[config.mk]
export PLATFORM = sky130hd
export DESIGN_NAME = priority_request_arbiter
export DESIGN_NICKNAME = d
export VERILOG_FILES = /design/src/rtl/priority_request_arbiter.sv
export SDC_FILE = /design/constraint.sdc
export NUM_CORES = 1
export LEC_CHECK = 0
export ABC_AREA = 1
export BUFFER_PORTS_ARGS = -buffer_cell sky130_fd_sc_hd__buf_2
export CAP_MARGIN = 0
export CORE_UTILIZATION = 45
export CTS_BUF_LIST = sky130_fd_sc_hd__clkbuf_8
export CTS_CLUSTER_DIAMETER = 80
export DETAILED_ROUTE_END_ITERATION = 16
export GPL_ROUTABILITY_DRIVEN = 1
export HOLD_SLACK_MARGIN = 0.02
export PLACE_DENSITY_LB_ADDON = 0.2
export SYNTH_ARGS = -nofsm -noshare
export SYNTH_HDL_FRONTEND = slang
export SYNTH_SLANG_ARGS = --single-unit
[constraint.sdc]
create_clock -name i_clk -period 3.6 [get_ports i_clk]
set_input_delay 1.08 -clock i_clk [delete_from_list [all_inputs] [get_ports i_clk]]
set_output_delay 1.08 -clock i_clk [all_outputs]
set_load 0.005 [all_outputs]
[src/rtl/priority_request_arbiter.sv]
// Priority request arbiter: sticky pending capture, one-hot grants with valid/ack and ack timeout.
// Optional rotating priority when PRIO_ARB_ROUND_ROBIN_EN is defined; fixed highest-index otherwise.
module priority_request_arbiter #(
    parameter int N       = 4,
    parameter int TIMEOUT = 15,
    localparam int IDW    = $clog2(N)
) (
    input  logic           i_clk,
    input  logic           i_rst_n,
    input  logic [N-1:0]   i_req,
    output logic [N-1:0]   o_pending,
    output logic           o_any_pending,
    output logic [N-1:0]   o_gnt,
    output logic [IDW-1:0] o_gnt_id,
    output logic           o_gnt_valid,
    input  logic           i_gnt_ack,
    output logic           o_timeout_err
);

    localparam int CW = $clog2(TIMEOUT + 1);

    typedef enum logic [1:0] {
        ST_IDLE   = 2'd0,
        ST_GRANT  = 2'd1,
        ST_RETIRE = 2'd2
    } state_t;

    state_t         r_state;
    state_t         w_state_nxt;
    logic [N-1:0]   r_pending;
    logic [N-1:0]   w_pending_nxt;
    logic [N-1:0]   w_clr_mask;
    logic           r_any_pending;
    logic [N-1:0]   r_gnt;
    logic [N-1:0]   w_gnt_nxt;
    logic [IDW-1:0] r_gnt_id;
    logic [IDW-1:0] w_gnt_id_nxt;
    logic [IDW-1:0] w_sel_idx;
    logic           r_gnt_valid;
    logic           w_gnt_valid_nxt;
    logic           r_timeout_err;
    logic           w_timeout_err_nxt;
    logic [CW-1:0]  r_cnt;
    logic [CW-1:0]  w_cnt_nxt;

`ifdef PRIO_ARB_ROUND_ROBIN_EN
    logic [IDW-1:0] r_ptr;

    // First set bit searching downward (modulo N) from the start index.
    function automatic logic [IDW-1:0] f_rotate_sel(input logic [N-1:0] p, input logic [IDW-1:0] start);
        logic [IDW-1:0] idx;
        logic [IDW-1:0] j;
        logic           found;
        idx   = '0;
        found = 1'b0;
        for (int k = 0; k < N; k++) begin
            j = IDW'((int'(start) + N - k) % N);
            if (!found && p[j]) begin
                idx   = j;
                found = 1'b1;
            end else begin
                idx   = idx;
            end
        end
        return idx;
    endfunction

    // Rotation pointer: the retired channel becomes lowest priority.
    always_ff @(posedge i_clk or negedge i_rst_n) begin
        if (!i_rst_n) begin
            r_ptr <= IDW'(N - 1);
        end else if (|w_clr_mask) begin
            r_ptr <= (r_gnt_id == '0) ? IDW'(N - 1) : (r_gnt_id - IDW'(1));
        end else begin
            r_ptr <= r_ptr;
        end
    end

    assign w_sel_idx = f_rotate_sel(r_pending, r_ptr);
`else
    function automatic logic [IDW-1:0] f_highest_sel(input logic [N-1:0] p);
        logic [IDW-1:0] idx;
        idx = '0;
        for (int i = 0; i < N; i++) begin
            idx = p[i] ? IDW'(i) : idx;
        end
        return idx;
    endfunction

    assign w_sel_idx = f_highest_sel(r_pending);
`endif

    // Set wins over clear when a request lands on the channel being retired.
    assign w_pending_nxt = (r_pending & ~w_clr_mask) | i_req;

    // Next-state and next-output logic for the grant FSM.
    always_comb begin
        w_state_nxt       = r_state;
        w_clr_mask        = '0;
        w_cnt_nxt         = r_cnt;
        w_gnt_nxt         = r_gnt;
        w_gnt_id_nxt      = r_gnt_id;
        w_gnt_valid_nxt   = r_gnt_valid;
        w_timeout_err_nxt = 1'b0;
        case (r_state)
            ST_IDLE: begin
                if (|r_pending) begin
                    w_gnt_nxt       = N'(1) << w_sel_idx;
                    w_gnt_id_nxt    = w_sel_idx;
                    w_gnt_valid_nxt = 1'b1;
                    w_cnt_nxt       = '0;
                    w_state_nxt     = ST_GRANT;
                end else begin
                    w_state_nxt     = ST_IDLE;
                end
            end
            ST_GRANT: begin
                if (i_gnt_ack || (r_cnt == CW'(TIMEOUT - 1))) begin
                    w_clr_mask        = r_gnt;
                    w_timeout_err_nxt = ~i_gnt_ack;
                    w_gnt_nxt         = '0;
                    w_gnt_id_nxt      = '0;
                    w_gnt_valid_nxt   = 1'b0;
                    w_state_nxt       = ST_RETIRE;
                end else begin
                    w_cnt_nxt         = r_cnt + CW'(1);
                end
            end
            ST_RETIRE: begin
                w_state_nxt = ST_IDLE;
            end
            default: begin
                w_gnt_nxt       = '0;
                w_gnt_id_nxt    = '0;
                w_gnt_valid_nxt = 1'b0;
                w_state_nxt     = ST_IDLE;
            end
        endcase
    end

    // State, pending capture and registered outputs.
    always_ff @(posedge i_clk or negedge i_rst_n) begin
        if (!i_rst_n) begin
            r_state       <= ST_IDLE;
            r_pending     <= '0;
            r_any_pending <= 1'b0;
            r_gnt         <= '0;
            r_gnt_id      <= '0;
            r_gnt_valid   <= 1'b0;
            r_timeout_err <= 1'b0;
            r_cnt         <= '0;
        end else begin
            r_state       <= w_state_nxt;
            r_pending     <= w_pending_nxt;
            r_any_pending <= |w_pending_nxt;
            r_gnt         <= w_gnt_nxt;
            r_gnt_id      <= w_gnt_id_nxt;
            r_gnt_valid   <= w_gnt_valid_nxt;
            r_timeout_err <= w_timeout_err_nxt;
            r_cnt         <= w_cnt_nxt;
        end
    end

    assign o_pending     = r_pending;
    assign o_any_pending = r_any_pending;
    assign o_gnt         = r_gnt;
    assign o_gnt_id      = r_gnt_id;
    assign o_gnt_valid   = r_gnt_valid;
    assign o_timeout_err = r_timeout_err;

endmodule

==> impl_results.md <==
* Outcome: finished, final reports clean
* Setup Viol. Count Final at 0
* Min cycle time layout at 1.90 ns
* Max-slew violation count at 0
* DRC at 0
* Clock root cell: clkbuf_8
* Clock Latency Late Sink at 0.25 ns
* Drt pass-1 iters at 4
* Num rows at 15
* Hold Crit Class: reg -> reg
* Setup Buffers After CTS at 0
* F_max at 527 MHz
* Rel. slew slack at 73.4%
* H-tree depth at 1
* Die W at 46.4 um
* CP endpoint kind: primary output
* Reg clk slew, reported paths at 0.07 ns
* Slowest CP cell: dfrtp_1
* Vias in the first global route at about 610
* Design area at between 1000 and 1500 sq um
* Final ANT Viol Nets at 0
* Initial Util at about 50%
* Synthesized flop and latch total at 19
* DR iter-0 viols at 18
* Placement Setup Slack at 1.72 ns
* PnR Total Power at 684 uW
* Area growth syn-to-layout at 19.3%
* Wire length per cell at 11.0 um
* Final hold viol count at 0
* HPWL Detailed at ~1200 um
* CP Max Fanout at 4
* Filler Cells Inserted at 156
* Slew @ Worst Pin at 0.399 ns
* Post-Synthesis Cells at 98
* Synth Area in Adders at around 2.8%
* Diode count at 0
* RSZ-0062 raised after global routing: no
* CP Class: reg -> out
* Synthesized cell area at between 800 and 900 sq um
* Post-CTS sizing at 0
* Worst setup margin at approximately 1.7 ns
* # IOs at 20
* R2R Setup Slk at 2.17 ns
* TritonCTS Sinks at 19
* Layout Utilization at 59.4%
* Skew final at 0.00194 ns
* Warnings, synthesis at 0
* # Max-Cap Violations at 0
* Largest family of logic cells by synthesized area: simple AND/OR/NAND/NOR gates
* Simple-gate portion of the synthesized area at 33.1%
* Bufs and invs on worst path at 1
* Placer Congestion at a little over 0.8
* Die area at 2160 sq um
* Die height at 46.4 um
* Largest net degree at the start of global routing at 20
* Part of the Yosys area used for sequential elements at 53.5%
* Max Root-Sink Buffers at 2
* PwrDens at 646 nW/um^2
* Syn_area_per_cell at 9.06 sq um
* First-pass GRT wire length at 2730 um
* Startpoint types: flip-flop
* Share of layout cells above drive strength 1 at ~30%
* Nets at 131
* Number of port buffers at 19
* Post-DP Area at a little over 1000 sq um
* Initial antenna violation count at 0
* Post-synthesis net count at ~110
* CTS Hold Bufs at 0
* Worst path cell trace: buf_2
* CTS buffer count at 3
* Setup Total Neg Slack at 0 ns
* Multiplexer share of the synthesized area at 0%
* Pleak at 0.579 nW
* Worst endpoint data arrival time at about 0.8 ns
* Post-DR vias/cell at 4.73
* Via count at a little under 700
* Period Utilization, post-route at between 50% and 60%
* Routed WL at 1610 um
* Compound-gate portion of the synthesized area at 4.08%
* Post-Synth XOR/XNOR Area at 0.986%
* GRT overflow at 0
* Total GRT Usage at about a fifth
* Total core area at 1780 sq um
* Top Family by Delay on Critical Path: flip-flops
* WP data required at about 2.5 ns
* CTS tree: built
* Worst VDD drop at roughly 0.35 mV
* Crit-path max cell delay at 0.42 ns
* Post-synth cell types at 21
-- state kept, by name (all words and copies together), names as in the netlist --
| name | cells |
|---|---|
| o_gnt | 4 |
| o_pending | 4 |
| r_cnt | 4 |
| o_gnt_id | 2 |
| r_state | 2 |
| o_any_pending | 1 |
| o_gnt_valid | 1 |
| o_timeout_err | 1 |
-- cell usage in the layout (no fill, tap or decap), drive strengths merged --
master,count
a21oi,2
clkbuf,3
dfrtp,19
nor3,2
ha,2
nand4,1
nand2,35
or2,1
inv,14
a21o,1
xor2,1
nor2,8
o21ai,3
buf,19
nand3,10
-- final timing paths --
path	depth (start not counted)	end	startpoint
min in group asynchronous	1	o_gnt_valid	i_rst_n
min	2	o_gnt_id[1]	o_gnt_id[1]
max reg2reg	9	o_any_pending	r_cnt[0]
max	1	o_pending[2]	o_pending[2]
min reg2reg	2	o_gnt_id[1]	o_gnt_id[1]
max in group asynchronous	1	r_cnt[0]	i_rst_n
-- cell families after synthesis --
logic type                 count (synthesis)
and+or+nand+nor                           57
DFF                                       19
buffers and inverters                     13
AOI/OAI and AO/OA                          6
adders and majority gates                  2
xor gates and xnor gates                   1
-- cells in the mapped netlist, drive strengths merged --
master,number,share of area [%]
nor2,8,5.1
or2,1,0.70
a21oi,2,1.1
nor3,2,1.1
nand3,10,7.6
xor2,1,0.99
nand4,1,0.70
ha,2,2.8
nand2,35,18
o21ai,3,2.1
dfrtp,19,54
a21o,1,0.85
inv,13,5.5
-- cell type report --
| class | count | area (sq um) | share of cell area [%] |
|---|---|---|---|
| timing repair buffer | 19 | 95.1 | 8.97 |
| inverter | 13 | 48.8 | 4.60 |
| sequential | 19 | 475 | 44.9 |
| clock inverter | 1 | 3.75 | 0.354 |
| tap | 25 | 31.3 | 2.95 |
| clock buffer | 3 | 41.3 | 3.90 |
| multi-input combinational | 66 | 364 | 34.4 |
-- through the flow --
step / std cells / hold slack, ns
2_1_floorplan: 98 / 0.465
3_3_place_gp: 142 / 0.450
3_5_place_dp: 142 / 0.454
4_1_cts: 146 / 0.471
5_1_grt: 146 / 0.495
6_report: 146 / 0.465
-- metal layers --
layer  share of wire (%)  global-route usage (%)  up-vias
met5                   0                       0        -
met1                  48                    23.3      318
met2                  47                    29.4       20
li1                    -                       -      351
met4                0.62                    8.82        0
met3                 4.2                    5.10        2
-- report_power, final --
part	switching, mW	internal, mW	leakage [nW]
Sequential	0.0427	0.263	0.227
Combinational	0.148	0.0892	0.325
Clock	0.0657	0.0757	0.0269
Note: power is estimated with default switching activity, not from simulation.
